[config.mk]
export PLATFORM = sky130hd
export DESIGN_NAME = module_seg
export DESIGN_NICKNAME = d
export VERILOG_FILES = /design/src/rtl/module_seg_pkg.sv /design/src/rtl/module_seg_bcd_to_seg7.sv /design/src/rtl/module_seg.sv
export SDC_FILE = /design/constraint.sdc
export NUM_CORES = 1
export LEC_CHECK = 0
export ABC_CLOCK_PERIOD_IN_PS = 800
export CAP_MARGIN = 5
export CORE_MARGIN = 2
export CORE_UTILIZATION = 46
export CTS_CLUSTER_DIAMETER = 200
export DETAILED_ROUTE_END_ITERATION = 8
export GPL_ROUTABILITY_DRIVEN = 0
export PLACE_DENSITY_LB_ADDON = 0.12
export SYNTH_ARGS = -nofsm -noshare
export SYNTH_HDL_FRONTEND = slang
export SYNTH_SLANG_ARGS = --single-unit
[constraint.sdc]
create_clock -name clk -period 0.8 [get_ports clk]
set_input_delay 0.2 -clock clk [delete_from_list [all_inputs] [get_ports clk]]
set_output_delay 0.2 -clock clk [all_outputs]
set_load 0.02 [all_outputs]
[src/rtl/module_seg_pkg.sv]
// Shared types and active-high seven-segment glyph constants for the
// display subsystem decoders. Bit order in every glyph: {g,f,e,d,c,b,a}.
package seg_pkg;

    typedef logic [6:0] seg7_t;
    typedef logic [3:0] bcd_t;

    localparam seg7_t SEG_0     = 7'h3F;
    localparam seg7_t SEG_1     = 7'h06;
    localparam seg7_t SEG_2     = 7'h5B;
    localparam seg7_t SEG_3     = 7'h4F;
    localparam seg7_t SEG_4     = 7'h66;
    localparam seg7_t SEG_5     = 7'h6D;
    localparam seg7_t SEG_6     = 7'h7D;
    localparam seg7_t SEG_7     = 7'h07;
    localparam seg7_t SEG_8     = 7'h7F;
    localparam seg7_t SEG_9     = 7'h6F;
    localparam seg7_t SEG_A     = 7'h77;
    localparam seg7_t SEG_B     = 7'h7C;
    localparam seg7_t SEG_C     = 7'h39;
    localparam seg7_t SEG_D     = 7'h5E;
    localparam seg7_t SEG_E     = 7'h79;
    localparam seg7_t SEG_F     = 7'h71;
    localparam seg7_t SEG_BLANK = 7'h00;

    // Convert an active-high glyph to the polarity the panel expects.
    function automatic seg7_t seg_polarity(input seg7_t hi, input bit active_low);
        seg7_t res;
        if (active_low) begin
            res = ~hi;
        end else begin
            res = hi;
        end
        return res;
    endfunction

endpackage : seg_pkg

[src/rtl/module_seg_bcd_to_seg7.sv]
// Combinational single-digit decoder, active-high output.
// Optional build macro HEX_DIGITS_EN: codes 10-15 show A b C d E F
// instead of blank.
module bcd_to_seg7
    import seg_pkg::*;
(
    input  bcd_t  in,
    output seg7_t out
);

    // Glyph lookup; anything not a displayable code stays dark.
    always_comb begin
        out = SEG_BLANK;
        case (in)
            4'd0:    out = SEG_0;
            4'd1:    out = SEG_1;
            4'd2:    out = SEG_2;
            4'd3:    out = SEG_3;
            4'd4:    out = SEG_4;
            4'd5:    out = SEG_5;
            4'd6:    out = SEG_6;
            4'd7:    out = SEG_7;
            4'd8:    out = SEG_8;
            4'd9:    out = SEG_9;
`ifdef HEX_DIGITS_EN
            4'd10:   out = SEG_A;
            4'd11:   out = SEG_B;
            4'd12:   out = SEG_C;
            4'd13:   out = SEG_D;
            4'd14:   out = SEG_E;
            4'd15:   out = SEG_F;
`else
            4'd10,
            4'd11,
            4'd12,
            4'd13,
            4'd14,
            4'd15:   out = SEG_BLANK;
`endif
            default: out = SEG_BLANK;
        endcase
    end

endmodule : bcd_to_seg7

[src/rtl/module_seg.sv]
// Registered four-digit BCD to seven-segment decoder. All four digits are
// decoded in parallel and captured on the same rising edge (1-cycle latency).
// Reset (rst, active-low, asynchronous) blanks every digit immediately.
// Optional build macro HEX_DIGITS_EN (handled in bcd_to_seg7) enables A-F.
module module_seg
    import seg_pkg::*;
#(
    parameter bit SEG_ACTIVE_LOW = 1'b1
) (
    input  logic  clk,
    input  logic  rst,
    input  bcd_t  unidades_input,
    input  bcd_t  decenas_input,
    input  bcd_t  centenas_input,
    input  bcd_t  milesimas_input,
    output seg7_t seg_unidades,
    output seg7_t seg_decenas,
    output seg7_t seg_centenas,
    output seg7_t seg_milesimas
);

    // Dark pattern in panel polarity.
    localparam seg7_t SEG_OFF = SEG_ACTIVE_LOW ? ~SEG_BLANK : SEG_BLANK;

    bcd_t  digit_s [4];
    seg7_t hi_s    [4];
    seg7_t seg_d   [4];
    seg7_t seg_q   [4];

    assign digit_s[0] = unidades_input;
    assign digit_s[1] = decenas_input;
    assign digit_s[2] = centenas_input;
    assign digit_s[3] = milesimas_input;

    for (genvar g = 0; g < 4; g++) begin : g_dec
        bcd_to_seg7 u_dec (
            .in  (digit_s[g]),
            .out (hi_s[g])
        );
    end

    // Apply panel polarity to each decoded glyph.
    always_comb begin
        for (int i = 0; i < 4; i++) begin
            seg_d[i] = seg_polarity(hi_s[i], SEG_ACTIVE_LOW);
        end
    end

    // Output registers; reset forces every digit dark without a clock.
    always_ff @(posedge clk or negedge rst) begin
        if (!rst) begin
            for (int i = 0; i < 4; i++) begin
                seg_q[i] <= SEG_OFF;
            end
        end else begin
            for (int i = 0; i < 4; i++) begin
                seg_q[i] <= seg_d[i];
            end
        end
    end

    assign seg_unidades  = seg_q[0];
    assign seg_decenas   = seg_q[1];
    assign seg_centenas  = seg_q[2];
    assign seg_milesimas = seg_q[3];

endmodule : module_seg

==> flow_metrics.tcl, run 1 <==
set metrics [dict create \
    die_y_um 61.04 \
    grt.overflow.total 0 \
    grt_use_total 0.1645 \
    drt_pass1_iterations 4 \
    path_buf_inv 1 \
    clk_pin_slew_ps 130 \
    nets 249 \
    dpl-instance-area_um2 2257 \
    rows 20 \
    crit_required_ps 600 \
    area_delta_synth_final_pct 56.52 \
    violations "negative setup slack" \
    final-setup-viol-count 28 \
    path_depth 1 \
    dieArea_um2 3725 \
    p_int_mw 2.317 \
    crit_type "reg -> out" \
    hold_depth 3 \
    drv_slew 0 \
    grt_pass1_vias 1120 \
    vias 1176 \
    min_period_ps 1176 \
    place_hpwl_um 2359 \
    p_leak_nw 1.085 \
    end_kind "output port" \
    syn_avg_cell_area_um2 10.69 \
    status "finished, violations left" \
    p_total_mw 3.255 \
    port_buffers 45 \
    totalWireLength_um 2894 \
    hold_buffers 0 \
    grt_pass1_wl_um 4533 \
    cp.arrival_ps 980 \
    max_stage_delay_ps 560 \
    cts_buffers 3 \
    postRouteAntennaNets 0 \
    p_clk_frac 0.166 \
    postCtsSetupBuffers 0 \
    hold_start "decenas_input[1]" \
    power.density_nw_per_um2 1390 \
    drc 0 \
    die_w_um 61.04 \
    layout_setup_ws_ps -376.2 \
    syn-instance-count 140 \
    clk_path_buf_depth 2 \
    grt_max_degree 29 \
    antenna-diode-count 0 \
    pin_count 46 \
    synth_area_leaders "dfstp_2 (49%), ha_1 (17%), inv_1 (5.0%), a21oi_1 (4.0%), o21ai_0 (4.0%)" \
    drt-initial-drc-count 21 \
    cts_tree "built" \
    p_seq_frac 0.518 \
    slowest_stage "dfstp_2" \
    syn-num-nets 178 \
    cap_violations 0 \
    switching_power_mw 0.9386 \
    start_kind "flip-flop" \
    crit_fanout 1 \
    rsz0062_at_grt "yes" \
    switching_share 0.2883 \
    dp_cells 250 \
    htree_levels 1 \
    holdCritPathClass "in -> reg" \
    final_cell_mix "buf_6 (30), dfstp_2 (28), buf_4 (22)" \
    p_comb_frac 0.316 \
    wl_per_cell_um 11.44 \
    synth_top_area_frac 0.4916 \
    clkSinkCount 28 \
    irDropWorstVdd_mv 0.6877 \
    crit_chain "buf_6" \
    final.setup.tns_ps -10260 \
    yosysTopAreaCell "dfstp_2" \
    stdcell_area_um2 2342 \
    via_per_inst 4.648 \
    dpl_worst_slack_ps -775.8 \
    relSlewSlack 0.8165 \
    hold_viol_final 0 \
    yosysUniqueCellTypes 13 \
    root_buffer "clkbuf_4" \
    core_area_um2 3078 \
    syn_area_um2 1496 \
    grt_antenna_before_repair 0 \
    yosysSeqAreaShare 0.4916 \
    timing.fmax_mhz 850.2 \
    layout-drive-gt1-share 0.5407 \
    hold_end "seg_decenas[2]$_DFF_PN1_" \
    period_share 1.470 \
    synth-seq-cells 28 \
    tightest_slew_ps 275.2 \
    yosysWarnings 0 \
    worstSetupStartpoint "seg_milesimas[1]$_DFF_PN1_" \
    final_common_cell "buf_6" \
    crit_family "flip-flops" \
    finalNonFillerCells 253 \
    initial_core_util 0.4862 \
]
==> per-layer routing <==
metal,share of wire,track usage,vias to the layer above,wire [µm]
met5,0,0,-,0
li1,-,-,595,-
met3,0.029,0.01681,4,84
met4,0.015,0.08075,0,44
met2,0.58,0.3283,27,1689
met1,0.37,0.1660,550,1075
==> state kept, by name, summed over array words and instances (netlist names) <==
| name | count |
|---|---|
| seg_decenas | 7 |
| seg_milesimas | 7 |
| seg_centenas | 7 |
| seg_unidades | 7 |
==> power by group through the flow <==
stage | clock network (mW) | logic (mW) | registers, mW
after floorplan | 0 | 0.288 | 1.86
after global placement | 0 | 0.971 | 1.68
after detailed placement | 0 | 1.00 | 1.68
after CTS | 0.555 | 1.01 | 1.69
after global routing | 0.606 | 1.11 | 1.70
final | 0.540 | 1.03 | 1.69
==> synthesized netlist by cell type <==
cell,count
inv_1,20
or2_1,4
nor2_1,12
ha_1,20
o21ai_0,12
nand2b_1,8
a21oi_2,4
a22oi_1,4
buf_6,4
xor2_1,4
a21oi_1,12
a31oi_1,8
dfstp_2,28
==> layout make-up <==
type                    count  area (µm²)
flip-flops and latches     28       735.7
fillers                   217       735.7
multi-input cells          88       728.2
repair buffers             70       675.6
inverters                  20       125.1
well taps                  44       55.05
clock buffers               3       22.52
==> through the flow <==
| stage | util | hold slack (ps) |
|---|---|---|
| global route | 0.7610 | 175.9 |
| floorplan | - | 52.16 |
| global placement | 0.7333 | 772.4 |
| finish | 0.7610 | 178.0 |
| CTS | 0.7472 | 160.7 |
| detailed placement | 0.7333 | 769.6 |
==> worst max path at each step <==
stage                           endpoint  slack (ps)
2_1_floorplan  seg_unidades[3]$_DFF_PN1_         -30
3_3_place_gp    seg_decenas[3]$_DFF_PN1_        -730
3_5_place_dp    seg_decenas[3]$_DFF_PN1_        -780
4_1_cts                 seg_milesimas[1]        -390
5_1_grt                 seg_milesimas[4]        -420
6_report                seg_milesimas[1]        -380
==> cells by family (layout without fill, tap and decap cells) <==
| logic type | count (synthesis) | count (layout) | synth area share |
|---|---|---|---|
| flip-flops | 28 | 28 | 0.4916 |
| AO/OA/AOI/OAI | 40 | 40 | 0.1572 |
| buffers and inverters | 24 | 93 | 0.08026 |
| AND/OR/NAND/NOR | 24 | 24 | 0.08026 |
| XOR/XNOR | 4 | 4 | 0.02341 |
| adder cells (fa/ha/maj) | 20 | 20 | 0.1672 |
==> what timing repair did <==
action	CTS	global route
gates resized for setup	207	14
endpoints found under the setup margin	56	41
pin swaps	5	2
No activity file was read; power rests on OpenSTA's default activity.
==> run 2: changes to the inputs <==
Settings changed: ABC_CLOCK_PERIOD_IN_PS 800 to 1200.
Clock period 0.8 ns to 1.2 ns, I/O delays scaled along.
==> run 2 against run 1 <==
Against the previous run:
- the run still ends with negative setup slack left
- worst hold slack gained 180 ps
- core utilization shrank 3.2 points
- non-clock buffer count shrank 1
- count of clock-buffer cells in the layout grew 1
- clock power shrank 17%
- final cell count is the same
- critical endpoint is now seg_decenas[3]
- die area is the same
- global-route usage grew 0.64 points
- sequential power shrank 33%
- critical path depth is the same
- largest power group unchanged
- design area shrank 4.2%
- sequential share of layout area grew 1.4 points
==> flow_metrics.tcl, run 2 (synthesis gave the netlist of run 1 again) <==
set metrics [dict create \
    status "finished, violations left" \
    violations "negative setup slack" \
    clk_path_buf_depth 2 \
    cts_tree "built" \
    routed.top_layer "met4" \
    port_buffers 45 \
    final.setup.tns_ps -2169 \
    layout-drive-gt1-share 0.4498 \
    grt_antenna_before_repair 0 \
    path_buf_inv 1 \
    grt_pass1_wl_um 4816 \
    p_seq_frac 0.506 \
    min_period_ps 1293 \
    seqCellArea_um2 735.7 \
    period_share 1.078 \
    crit_family "flip-flops" \
    htree_levels 1 \
    grt_pass1_vias 1202 \
    drc 0 \
    tightest_slew_ps 196.5 \
    grt_max_degree 29 \
    clkSinkCount 28 \
    p_int_mw 1.606 \
    layout_setup_ws_ps -93.11 \
    nets 248 \
    hold_buffers 0 \
    pin_count 46 \
    postRouteAntennaNets 0 \
    crit_type "reg -> out" \
    cap_violations 0 \
    timing.fmax_mhz 773.3 \
    clk_pin_slew_ps 140 \
    finalNonFillerCells 253 \
    crit_required_ps 900 \
    place_hpwl_um 2403 \
    end_kind "output port" \
    vias 1211 \
    dp_cells 249 \
    rsz0062_at_grt "yes" \
    power.density_nw_per_um2 992.0 \
    grt_use_total 0.1709 \
    drt_pass1_iterations 4 \
    p_clk_frac 0.201 \
    crit_chain "buf_6" \
    irDropWorstVdd_mv 0.3854 \
    antenna-diode-count 0 \
    slowest_stage "dfstp_2" \
    hold_viol_final 0 \
    max_stage_delay_ps 560 \
    core_area_um2 3078 \
    final-setup-viol-count 28 \
    grt.overflow.total 0 \
    totalWireLength_um 2924 \
    rows 20 \
    dr_wl_met2_um 1723 \
    holdWs_ps 361.5 \
    die_y_um 61.04 \
    wl_per_cell_um 11.56 \
    switching_share 0.2784 \
    dpl-instance-area_um2 2150 \
    via_per_inst 4.787 \
    crit_fanout 1 \
    final_cell_mix "buf_6 (28), dfstp_2 (28), buf_4 (23)" \
    fin_util 0.7289 \
    drv_slew 0 \
    die_w_um 61.04 \
    stdcell_area_um2 2243 \
    postCtsSetupBuffers 0 \
    area_delta_synth_final_pct 49.92 \
    cp.arrival_ps 990 \
    dieArea_um2 3725 \
    initial_core_util 0.4862 \
    multi_input_area_um2 653.1 \
    drt-initial-drc-count 14 \
    p_leak_nw 1.095 \
    cts_buffers 3 \
    root_buffer "clkbuf_4" \
    relSlewSlack 0.8686 \
    start_kind "flip-flop" \
    route.met3.wl_um 106 \
    switching_power_mw 0.6197 \
    holdCritPathClass "in -> reg" \
    p_comb_frac 0.294 \
    met1_length_um 1045 \
    n_fill_cell 237 \
]
==> run 2: metal layers <==
metal | vias to the layer above | global-route usage
met5 | - | 0
met1 | 571 | 0.1653
li1 | 596 | -
met3 | 4 | 0.01891
met4 | 0 | 0.08075
met2 | 40 | 0.3495
==> run 2: power by group through the flow <==
stage	Combinational [mW]	Sequential, mW	Clock (mW)
after floorplan	0.176	1.24	0
after global placement	0.616	1.12	0
after detailed placement	0.636	1.12	0
after CTS	0.653	1.13	0.460
after global routing	0.711	1.14	0.493
final	0.654	1.13	0.446
==> run 2: area by class of cell <==
class | count | share of cell area
clock buffer | 4 | 0.01617
tap | 44 | 0.02454
multi-input combinational | 88 | 0.2911
inverter | 20 | 0.03346
sequential | 28 | 0.3279
timing repair buffer | 69 | 0.3067
==> run 2: what timing repair did <==
item,in CTS,in global routing
setup endpoints to repair,31,43
pin swaps,1,4
gates resized for setup,171,13
==> run 2: final timing paths <==
check | startpoint | slack [ps] | cells past startpoint | endpoint
worst min-delay path | unidades_input[1] | 360 | 4 | seg_unidades[2]$_DFF_PN1_
max in group asynchronous | rst | 670 | 2 | seg_unidades[6]$_DFF_PN1_
min in group asynchronous | rst | 500 | 2 | seg_centenas[0]$_DFF_PN1_
worst max-delay path | seg_decenas[3]$_DFF_PN1_ | -90 | 1 | seg_decenas[3]
==> run 2: stage by stage <==
stage,power (mW),setup WS (ps)
5_1_grt,2.340,-131.3
4_1_cts,2.241,-104.2
3_5_place_dp,1.760,-396.3
2_1_floorplan,1.415,176.7
6_report,2.225,-93.11
3_3_place_gp,1.737,-326.3
==> run 2: tightest hold or removal path: cells and delay by family <==
| kind | cells | cell delay [ps] |
|---|---|---|
| buffers and inverters | 3 | 330 |
| AO/OA/AOI/OAI | 1 | 70 |
==> run 3: changes to the inputs <==
Settings changed: CORE_MARGIN 2 to default, PLACE_DENSITY_LB_ADDON 0.12 to 0.08, SETUP_SLACK_MARGIN from default to 0.15.
==> run 3 against run 2 <==
Against the previous run:
- the flow still finishes with violations (negative setup slack)
- final cell count is 1.2% lower
- critical path type unchanged
- sequential power about the same
- core utilization fell by 1.3 points
==> flow_metrics.tcl, run 3 (synthesis gave the netlist of run 1 again) <==
set metrics [dict create \
    status "finished, violations left" \
    violations "negative setup slack" \
    route.met3.wl_um 72 \
    dieArea_um2 3485 \
    cp.arrival_ps 990 \
    n_fill_cell 238 \
    met1_length_um 1061 \
    irDropWorstVdd_mv 0.4460 \
    crit_chain "buf_6" \
    cts_tree "built" \
    core_area_um2 3078 \
    drt-initial-drc-count 17 \
    antenna-diode-count 0 \
    area_delta_synth_final_pct 47.32 \
    path_buf_inv 1 \
    power.density_nw_per_um2 1069 \
    crit_family "flip-flops" \
    wl_per_cell_um 11.08 \
    rsz0062_at_grt "yes" \
    layout-drive-gt1-share 0.4320 \
    grt_antenna_before_repair 0 \
    cts_buffers 3 \
    rows 20 \
    clk_path_buf_depth 2 \
    die_y_um 59.04 \
    max_stage_delay_ps 560 \
    pin_count 46 \
    dr_wl_met2_um 1610 \
    finalNonFillerCells 250 \
    grt_pass1_vias 1141 \
    hold_buffers 0 \
    final.setup.tns_ps -2133 \
    totalWireLength_um 2769 \
    layout_setup_ws_ps -89.56 \
    die_w_um 59.04 \
    root_buffer "clkbuf_4" \
    seqCellArea_um2 735.7 \
    start_kind "flip-flop" \
    crit_fanout 1 \
    clk_pin_slew_ps 140 \
    drc 0 \
    grt_max_degree 29 \
    cap_violations 0 \
    hold_viol_final 0 \
    crit_required_ps 900 \
    stdcell_area_um2 2205 \
    end_kind "output port" \
    tightest_slew_ps 202.1 \
    htree_levels 1 \
    grt_use_total 0.1794 \
    port_buffers 45 \
    p_leak_nw 1.051 \
    timing.fmax_mhz 775.5 \
    grt.overflow.total 0 \
    via_per_inst 4.696 \
    place_hpwl_um 2265 \
    holdCritPathClass "in -> reg" \
    drt_pass1_iterations 4 \
    slowest_stage "dfstp_2" \
    final_cell_mix "buf_6 (28), dfstp_2 (28), ha_1 (20), buf_4 (20), inv_1 (16)" \
    multi_input_area_um2 640.6 \
    postRouteAntennaNets 0 \
    nets 245 \
    initial_core_util 0.4862 \
    min_period_ps 1290 \
    drv_slew 0 \
    dpl-instance-area_um2 2127 \
    final-setup-viol-count 28 \
    vias 1174 \
    routed.top_layer "met4" \
    period_share 1.075 \
    dp_cells 246 \
    crit_type "reg -> out" \
    clkSinkCount 28 \
    grt_pass1_wl_um 4726 \
    dpl_worst_slack_ps -374.9 \
    relSlewSlack 0.8638 \
]
run 3: layer usage:
| metal | track usage | vias up |
|---|---|---|
| met5 | 0 | - |
| met4 | 0.06122 | 0 |
| met3 | 0.02620 | 2 |
| met2 | 0.3669 | 30 |
| met1 | 0.1803 | 549 |
| li1 | - | 593 |
run 3: final timing paths:
kind | startpoint | slack [ps] | depth (start not counted) | to
setup / recovery | seg_decenas[6]$_DFF_PN1_ | -90 | 1 | seg_decenas[6]
hold / removal | unidades_input[1] | 400 | 3 | seg_unidades[2]$_DFF_PN1_
max in group asynchronous | rst | 660 | 2 | seg_decenas[3]$_DFF_PN1_
min in group asynchronous | rst | 520 | 2 | seg_centenas[4]$_DFF_PN1_
run 3: final cells by class:
class / count / share of cell area
clock buffer: 3 / 0.01022
multi-input combinational: 88 / 0.2906
tap: 44 / 0.02497
sequential: 28 / 0.3337
inverter: 20 / 0.03405
clock inverter: 1 / 0.01362
timing repair buffer: 66 / 0.2928
run 3: metrics by stage:
step	utilization	total power, mW	hold slack, ps
final	0.7163	2.356	398.9
after global routing	0.7163	2.474	377.5
after CTS	0.7163	2.373	389.4
after detailed placement	0.6911	1.748	874.1
after global placement	0.6911	1.728	872.7
after floorplan	-	1.415	152.2
run 3: report_power, final:
part | leakage (nW) | switching [mW] | internal (mW)
clock network | 0.0279 | 0.261 | 0.337
registers | 0.295 | 0.0366 | 1.09
logic | 0.728 | 0.316 | 0.318
run 3: what timing repair did:
item / CTS / global route
pin swaps: 5 / 0
setup endpoints to repair: 52 / 28
setup buffers: 0 / 0
resized for setup: 180 / 0
